==> src/rtl/reg_xfer_sched_pkg.sv <==
// rtl/reg_xfer_sched_pkg.sv - control package: register ops and scheduler states
package control;

  typedef enum logic [1:0] {
    NOP    = 2'd0,
    ENABLE = 2'd1,
    LOAD   = 2'd2
  } reg_op_e;

  typedef enum logic [1:0] {
    IDLE  = 2'd0,
    FETCH = 2'd1,
    MOVE  = 2'd2,
    ACK   = 2'd3
  } sched_state_e;

  localparam int BUS_W = 8;

  // Index width that stays legal for single-entry configurations
  function automatic int idx_w(input int n);
    return (n > 1) ? $clog2(n) : 1;
  endfunction

endpackage

==> src/rtl/reg_xfer_sched_if.sv <==
// rtl/reg_xfer_sched_if.sv - requester handshake and register bus bundle
interface reg_xfer_sched_if import control::*; #(
  parameter int NUM_REGS = 4,
  parameter int NUM_REQ  = 2
);
  localparam int IDX_W = idx_w(NUM_REGS);

  logic [NUM_REQ-1:0]            req;
  logic [NUM_REQ-1:0][IDX_W-1:0] src;
  logic [NUM_REQ-1:0][IDX_W-1:0] dst;
  logic [NUM_REQ-1:0]            imm_en;
  logic [NUM_REQ-1:0][BUS_W-1:0] imm;
  logic [NUM_REQ-1:0]            ack;
  logic [NUM_REQ-1:0]            err;
  reg_op_e                       reg_op [NUM_REGS];
  logic                          bus_drive;
  logic [BUS_W-1:0]              bus_data;
  logic                          busy;

  modport master (
    output req, src, dst, imm_en, imm,
    input  ack, err, reg_op, bus_drive, bus_data, busy
  );

  modport slave (
    input  req, src, dst, imm_en, imm,
    output ack, err, reg_op, bus_drive, bus_data, busy
  );

endinterface

==> src/rtl/reg_xfer_sched_rr_arbiter.sv <==
// rtl/reg_xfer_sched_rr_arbiter.sv - combinational round-robin arbiter, search starts at ptr
module rr_arbiter #(
  parameter int N     = 2,
  parameter int PTR_W = 1
) (
  input  logic [N-1:0]     req,
  input  logic [PTR_W-1:0] ptr,
  output logic [N-1:0]     gnt
);

  logic [2*N-1:0] rot;
  logic [N-1:0]   first;
  logic [2*N-1:0] oh_wide;

  // Rotate so ptr sits at bit 0, isolate the lowest set bit, rotate back
  always_comb begin
    rot     = {req, req} >> ptr;
    first   = rot[N-1:0] & (~rot[N-1:0] + N'(1));
    oh_wide = {{N{1'b0}}, first} << ptr;
    gnt     = oh_wide[N-1:0] | oh_wide[2*N-1:N];
  end

endmodule

==> src/rtl/reg_xfer_sched.sv <==
// rtl/reg_xfer_sched.sv - schedules register-to-register and immediate moves on a shared 8-bit bus
module reg_xfer_sched import control::*; #(
  parameter int NUM_REGS = 4,
  parameter int NUM_REQ  = 2
) (
  input  logic             clock,
  input  logic             reset_n,
  reg_xfer_sched_if.slave  xif
);

  localparam int IDX_W = idx_w(NUM_REGS);
  localparam int PTR_W = idx_w(NUM_REQ);

  sched_state_e       state, state_nx;
  logic [PTR_W-1:0]   rr_ptr, win;
  logic [NUM_REQ-1:0] gnt, owner;
  logic [IDX_W-1:0]   src_q, dst_q, sel_src, sel_dst;
  logic [BUS_W-1:0]   imm_q, sel_imm;
  logic               imm_en_q, sel_imm_en, bad_q, sel_bad;

  rr_arbiter #(.N(NUM_REQ), .PTR_W(PTR_W)) u_arb (
    .req (xif.req),
    .ptr (rr_ptr),
    .gnt (gnt)
  );

  always_comb begin
    sel_src    = '0;
    sel_dst    = '0;
    sel_imm    = '0;
    sel_imm_en = 1'b0;
    win        = '0;
    for (int i = 0; i < NUM_REQ; i++) begin
      if (gnt[i]) begin
        sel_src    = xif.src[i];
        sel_dst    = xif.dst[i];
        sel_imm    = xif.imm[i];
        sel_imm_en = xif.imm_en[i];
        win        = PTR_W'(i);
      end
    end
    // Self-moves and out-of-range indices complete at once with err and touch no register
    sel_bad = (int'(sel_dst) >= NUM_REGS) ||
              (!sel_imm_en && ((int'(sel_src) >= NUM_REGS) || (sel_src == sel_dst)));
  end

  always_ff @(posedge clock or negedge reset_n) begin
    if (!reset_n) state <= IDLE;
    else          state <= state_nx;
  end

  always_ff @(posedge clock or negedge reset_n) begin
    if (!reset_n) begin
      rr_ptr   <= '0;
      owner    <= '0;
      src_q    <= '0;
      dst_q    <= '0;
      imm_q    <= '0;
      imm_en_q <= 1'b0;
      bad_q    <= 1'b0;
    end else if (state == IDLE && |xif.req) begin
      rr_ptr   <= (int'(win) == NUM_REQ - 1) ? '0 : win + PTR_W'(1);
      owner    <= gnt;
      src_q    <= sel_src;
      dst_q    <= sel_dst;
      imm_q    <= sel_imm;
      imm_en_q <= sel_imm_en;
      bad_q    <= sel_bad;
    end
  end

  always_comb begin
    state_nx      = state;
    xif.bus_drive = 1'b0;
    xif.bus_data  = '0;
    xif.ack       = '0;
    xif.err       = '0;
    xif.busy      = (state != IDLE);
    for (int r = 0; r < NUM_REGS; r++) xif.reg_op[r] = NOP;

    case (state)
      IDLE: begin
        if (|xif.req) state_nx = sel_bad ? ACK : (sel_imm_en ? MOVE : FETCH);
      end
      FETCH: begin
        state_nx = MOVE;
        for (int r = 0; r < NUM_REGS; r++)
          if (src_q == IDX_W'(r)) xif.reg_op[r] = ENABLE;
      end
      MOVE: begin
        state_nx = ACK;
        // Source keeps the bus valid for a register move; the immediate drives it otherwise
        for (int r = 0; r < NUM_REGS; r++) begin
          if (dst_q == IDX_W'(r))                     xif.reg_op[r] = LOAD;
          else if (!imm_en_q && src_q == IDX_W'(r))   xif.reg_op[r] = ENABLE;
        end
        xif.bus_drive = imm_en_q;
        xif.bus_data  = imm_en_q ? imm_q : '0;
      end
      ACK: begin
        state_nx = IDLE;
        xif.ack  = owner;
        xif.err  = bad_q ? owner : '0;
      end
      default: state_nx = IDLE;
    endcase
  end

endmodule

==> src/flat_wrapper.sv <==
// flat-port wrapper written by rule: the top's interface ports become plain ports
module reg_xfer_sched_flat import control::*;
#(
  parameter int NUM_REGS = 4,
  parameter int NUM_REQ  = 2
)
  (clock, reset_n, xif_req, xif_src, xif_dst, xif_imm_en, xif_imm, xif_ack, xif_err, xif_reg_op, xif_bus_drive, xif_bus_data, xif_busy);
  reg_xfer_sched_if #(.NUM_REGS(NUM_REGS), .NUM_REQ(NUM_REQ)) xif_i ();
  input  logic clock;
  input  logic reset_n;
  input wire logic [$bits(xif_i.req)-1:0] xif_req;
  input wire logic [$bits(xif_i.src)-1:0] xif_src;
  input wire logic [$bits(xif_i.dst)-1:0] xif_dst;
  input wire logic [$bits(xif_i.imm_en)-1:0] xif_imm_en;
  input wire logic [$bits(xif_i.imm)-1:0] xif_imm;
  output wire logic [$bits(xif_i.ack)-1:0] xif_ack;
  output wire logic [$bits(xif_i.err)-1:0] xif_err;
  output wire logic [$bits(xif_i.reg_op)-1:0] xif_reg_op;
  output wire logic [$bits(xif_i.bus_drive)-1:0] xif_bus_drive;
  output wire logic [$bits(xif_i.bus_data)-1:0] xif_bus_data;
  output wire logic [$bits(xif_i.busy)-1:0] xif_busy;
  assign xif_i.req = xif_req;
  assign xif_i.src = xif_src;
  assign xif_i.dst = xif_dst;
  assign xif_i.imm_en = xif_imm_en;
  assign xif_i.imm = xif_imm;
  assign xif_ack = xif_i.ack;
  assign xif_err = xif_i.err;
  assign xif_reg_op = {>>{xif_i.reg_op}};
  assign xif_bus_drive = xif_i.bus_drive;
  assign xif_bus_data = xif_i.bus_data;
  assign xif_busy = xif_i.busy;
  reg_xfer_sched #(.NUM_REGS(NUM_REGS), .NUM_REQ(NUM_REQ)) u_core (.clock(clock), .reset_n(reset_n), .xif(xif_i));
endmodule
==> config.mk <==
export PLATFORM = sky130hd
export DESIGN_NAME = reg_xfer_sched_flat
export DESIGN_NICKNAME = d
export VERILOG_FILES = /design/src/rtl/reg_xfer_sched_pkg.sv /design/src/rtl/reg_xfer_sched_if.sv /design/src/rtl/reg_xfer_sched_rr_arbiter.sv /design/src/rtl/reg_xfer_sched.sv /design/src/flat_wrapper.sv
export SDC_FILE = /design/constraint.sdc
export NUM_CORES = 1
export LEC_CHECK = 0
export CAP_MARGIN = 20
export CORE_MARGIN = 2
export CORE_UTILIZATION = 25
export CTS_CLUSTER_SIZE = 24
export DETAILED_ROUTE_END_ITERATION = 10
export GPL_ROUTABILITY_DRIVEN = 0
export SYNTH_ARGS = -nofsm -noshare
export SYNTH_HDL_FRONTEND = slang
export SYNTH_HIERARCHICAL = 1
export SYNTH_SLANG_ARGS = --single-unit
==> constraint.sdc <==
create_clock -name clock -period 1.7 [get_ports clock]
set_input_delay 0.17 -clock clock [delete_from_list [all_inputs] [get_ports clock]]
set_output_delay 0.17 -clock clock [all_outputs]
set_load 0.05 [all_outputs]
== Word-level counts from Yosys, hierarchy flattened ==
Index checks and enable logic that the tools add are counted.
Widths: inputs -> output; s select.
Operators by class
  add/subtract/negate cells: 2
  eq/ne operators: 11
  shift operators: 2
  multiplexer cells: 33
  bitwise logic cells: 3
  reductions and logical operators: 13
Operator list (number)
  $mux 8: 4
  $mux 2: 14
  $pmux 8 s2: 1
  $mux 1: 13
  $eq 2x2->1 const B: 6
  $pmux 2 s4: 1
  $eq 2x1->1 const B: 3
  $logic_and 1x1->1: 6
  $logic_not 2->1: 3
  $shl 2x1->4: 1
  $shr 4x1->2: 1
  $add 2x1->2 const B: 1
  $and 2x2->2: 1
  $eq 2x2->1: 1
  $logic_not 1->1: 2
  $ne 2x2->1 const B: 1
  $not 2->2: 1
  $or 2x2->2: 1
  $reduce_bool 2->1: 1
  $reduce_or 2->1: 1
  $add 1x1->1 const B: 1
Storage, ports and cells
  register bits after elaboration: 19
  input bits: 30
  output and inout port bits: 22
  logic and storage cells: 72

== Logic depth before layout (Yosys ltp) ==
  depth in word-level cells: 13
  mapped depth: 7
  gate-level depth less buffers: 6

== By module ==
Netlist, hierarchy kept.
By module, submodules not included
  reg_xfer_sched: instances 1, cells an instance 131, area an instance 1171.1 um2
  rr_arbiter: instances 1, cells an instance 3, area an instance 18.8 um2

== Worst setup path before layout ==
Ideal clock, no wire load.
  kind: flip-flop to output port
  start point: reg u_core.state[0]
  end point: out xif_reg_op[6]
  arrival: 2534 ps
  path slack: -1004 ps
  cell stages (with the launch flop): 6
  buffers on the path: 0
  cells stage by stage: dfrtp_1 inv_1 ha_1 and2b_1 a21oi_1 nor4b_1
Between the ends
  longest elaborated chain between the ends: 2
  elaborated cells on any way between the ends: 3
  those cells by class: eq/ne (2); mux (1)
Ends and longest elaborated chain
  start: declaration: RTL line reg_xfer_sched.sv:14  | sched_state_e state, state_nx;
  start signal: assignment: RTL line reg_xfer_sched.sv:49  | else state <= state_nx;
  $eq 2x2->1 / $eq 2x1->1 (equally long branches): RTL line reg_xfer_sched.sv:81  | case (state)
  $pmux 8 s2 (*): RTL line reg_xfer_sched.sv:81
  end: declaration: RTL line flat_wrapper.sv:18  | output wire logic [$bits(xif_i.reg_op)-1:0] xif_reg_op;
Every way passes the cells marked *; elsewhere a longest branch is shown, timed or not.

== Worst setup path in the final report ==
  start point: reg u_core.state[1]
  end point: out xif_reg_op[6]
Same word-level chain as after synthesis.

==> impl_metrics.json <==
{
  "status": "complete, but fails checks",
  "violations": "negative setup slack",
  "layout_min_cycle_time_ns": 1.87,
  "seq_area_um2": 475,
  "power_density_mw_per_mm2": 1620,
  "syn_nets": 169,
  "clkTransAtPathRegs_ns": 0.07,
  "yosysWarningCount": 6,
  "n_antenna_cell": 0,
  "drive_gt1_share_pct": 35.0,
  "start_util_pct": 25.5,
  "drc": 0,
  "grt-ovfl-total": 0,
  "cp_data_arrival_time_ns": 1.70,
  "die_x_um": 73.0,
  "synthToLayoutAreaGrowth_pct": 96.0,
  "endpoint_kind": "primary output",
  "yosysSeqAreaShare_pct": 40.0,
  "start_kind": "register",
  "drtAntennaViolNets": 0,
  "worst-endpoint-required_ns": 1.53,
  "num-nets-final": 239,
  "worst_hold_path_type": "in2async",
  "place_hpwl_mm": 2.52,
  "grt_pass1_vias": 1242,
  "cap_violations": 0,
  "synth_cell_types": 34,
  "leakage_nw": 1.01,
  "insertion_delay_ns": 0.25,
  "stdcell_area_mm2": 0.00233,
  "vias": 1187,
  "firstDrtPassIters": 4,
  "core_area_mm2": 0.00466,
  "relSlewSlack_pct": 82.2,
  "vdd_ir_drop_max_uv": 579,
  "crit_fanout": 3,
  "cts_buffer_depth": 2,
  "wl_per_cell_um": 12.3,
  "cts_buffers": 3,
  "routed_via_density": 4.62,
  "fmax_mhz": 534,
  "io_pins": 52,
  "finalHoldViolCount": 0,
  "slew_violations": 0,
  "multi_input_area_um2": 810,
  "r2r-start": "u_core/state[1]",
  "grt_pass1_wl_mm": 5.82,
  "drtIter0Drc": 20,
  "power.switching_mw": 1.62,
  "rsz0062_at_grt": "true",
  "tritoncts": "done",
  "dpl_cell_area_mm2": 0.00218,
  "io_buffers": 51,
  "htreeDepth": 1,
  "antenna_found_initial": 0,
  "pwr-share-seq_pct": 22.3,
  "r2r_cells": 6,
  "fp.dieH_um": 73.0,
  "layout_setup_ws_ns": -0.171,
  "r2r_slack_ns": 0.15,
  "std_cell_rows": 25,
  "avgSynthCellArea_um2": 8.88,
  "grt_max_degree": 20,
  "syn_area_mm2": 0.00119,
  "r2r-end": "u_core/state[1]",
  "pwr-share-comb_pct": 69.5,
  "synthCells": 134,
  "ys_ff_latch": 19,
  "setup_violations": 6,
  "routed_wl_mm": 3.16,
  "critPathKind": "reg2out",
  "skew_ns": 0.00222,
  "fin_crit_sh_pct": 110,
  "clock-sinks": 19,
  "n_fill_cell": 412,
  "root_buffer": "clkbuf_8",
  "track_usage_pct": 14.0,
  "die_area_mm2": 0.00533,
  "swShare_pct": 42.8,
  "p_clk_share_pct": 8.2,
  "p_int_mw": 2.16,
  "worst_pin_slew_ns": 0.264,
  "power_mw": 3.78
}
[metal layers]
layer / share of wire (%) / track usage (%) / wire, um / vias up
li1: - / - / - / 615
met1: 40 / 16.9 / 1280 / 535
met2: 51 / 23.5 / 1620 / 33
met3: 6.7 / 4.28 / 212 / 4
met4: 1.5 / 4.94 / 46 / 0
met5: 0 / 0 / 0 / -
[sequential cells by signal, indices dropped and copies added, names as in the netlist]
name,cells
u_core/owner,2
u_core/imm_en_q,1
u_core/dst_q,2
u_core/src_q,2
u_core/state,2
u_core/imm_q,8
u_core/rr_ptr,1
u_core/bad_q,1
[cell usage after synthesis]
| cell | n | area share, % |
|---|---|---|
| o21ai_1 | 3 | 1.3 |
| o21ai_0 | 16 | 6.7 |
| and3_1 | 10 | 5.3 |
| nor3b_1 | 3 | 1.9 |
| nor2_1 | 2 | 0.63 |
| nor4b_1 | 1 | 0.74 |
| clkbuf_2 | 1 | 0.42 |
| buf_2 | 3 | 1.3 |
| or2_2 | 1 | 0.53 |
| a21boi_0 | 1 | 0.63 |
| a21oi_1 | 5 | 2.1 |
| dfrtp_1 | 19 | 40 |
| inv_1 | 4 | 1.3 |
| xor2_1 | 4 | 2.9 |
| nand3_1 | 1 | 0.42 |
| a21oi_2 | 1 | 0.74 |
| or3b_4 | 1 | 0.95 |
| nand2_1 | 20 | 6.3 |
| nor3_1 | 2 | 0.84 |
| nand2b_1 | 2 | 1.1 |
| a21boi_1 | 1 | 0.63 |
| a41oi_1 | 1 | 0.74 |
| ha_1 | 5 | 5.3 |
| and3b_1 | 1 | 0.74 |
| mux2i_1 | 1 | 0.84 |
| a22oi_1 | 12 | 7.6 |
| and2b_1 | 1 | 0.63 |
| nor2b_2 | 1 | 0.74 |
| clkbuf_1 | 2 | 0.63 |
| and2_1 | 3 | 1.6 |
| mux2_2 | 2 | 1.9 |
| and4_1 | 1 | 0.74 |
| buf_4 | 2 | 1.3 |
| nor4bb_1 | 1 | 0.84 |
[per-stage QoR]
stage          utilization (%)  TNS [ns]  hold slack (ns)  setup WS (ns)  instances
2_1_floorplan                -    -0.328           -0.126         -0.279        134
3_3_place_gp              46.7         0            0.456         0.0323        249
3_5_place_dp              46.7   -0.0687            0.464        -0.0204        249
4_1_cts                   50.0    -0.806            0.249         -0.209        257
5_1_grt                   50.0     -1.35            0.266         -0.267        257
6_report                  50.0    -0.693            0.246         -0.171        257
[how the worst max path moves through the flow]
| stage | startpoint | endpoint | slack [ns] | depth (start not counted) |
|---|---|---|---|---|
| after detailed placement | xif_req[1] | u_core/imm_q[7] | -0.02 | 7 |
| after global placement | xif_req[1] | u_core/state[1] | 0.03 | 7 |
| after global routing | u_core/state[1] | xif_reg_op[2] | -0.27 | 7 |
| after CTS | u_core/state[1] | xif_reg_op[6] | -0.21 | 6 |
| final | u_core/state[1] | xif_reg_op[6] | -0.17 | 6 |
| after floorplan | u_core/state[0] | xif_reg_op[6] | -0.28 | 5 |
[cell type report]
| class | instances | share of cell area, % |
|---|---|---|
| repair buffers | 73 | 39.4 |
| inverters | 4 | 0.644 |
| clock buffers | 4 | 1.93 |
| well taps | 54 | 2.90 |
| flip-flops and latches | 19 | 20.4 |
| multi-input cells | 103 | 34.7 |
[power by group through the flow]
stage | Combinational, mW | Sequential (mW) | Clock [mW]
finish | 2.63 | 0.842 | 0.311
global route | 2.85 | 0.887 | 0.353
CTS | 2.65 | 0.842 | 0.327
detailed placement | 2.33 | 0.853 | 0
global placement | 2.32 | 0.842 | 0
floorplan | 1.34 | 0.857 | 0
[logic make-up after synthesis]
family	after synthesis	share of synthesized area, %
and+or+nand+nor	51	23.9
muxes	3	2.73
buffers and inverters	12	4.84
AOI/OAI and AO/OA	40	20.4
DFF	19	40.0
adders and majority gates	5	5.26
xor gates and xnor gates	4	2.94
[repair_timing]
action / 4_1_cts / 5_1_grt
endpoints found under the setup margin: 8 / 8
hold buffers: 0 / 0
pin swaps: 6 / 1
resized for setup: 14 / 0
buffers inserted: 4 / 0
[cells in the final DEF (no fill, tap or decap), drive strengths merged]
cell type / count
buf: 43
clkdlybuf4s50: 29
nand2: 20
dfrtp: 19
o21ai: 19
a22oi: 12
and3: 10
a21oi: 6
ha: 5
xor2: 4
clkbuf: 4
inv: 4
and2: 3
nor3b: 3
nand2b: 2
nor3: 2
nor2: 2
mux2: 2
a21boi: 2
bufbuf: 1
and2b: 1
nor4bb: 1
and4: 1
or2: 1
nor4b: 1
nor2b: 1
and3b: 1
nand3: 1
or3b: 1
mux2i: 1
a41oi: 1
[critical path: stages (launching register included)]
cell	delay, ns
dfrtp_1	0.38
buf_6	0.11
ha_4	0.12
and2b_2	0.18
a21oi_2	0.06
nor4b_2	0.27
bufbuf_16	0.32
No activity file was read; power rests on OpenSTA's default activity.
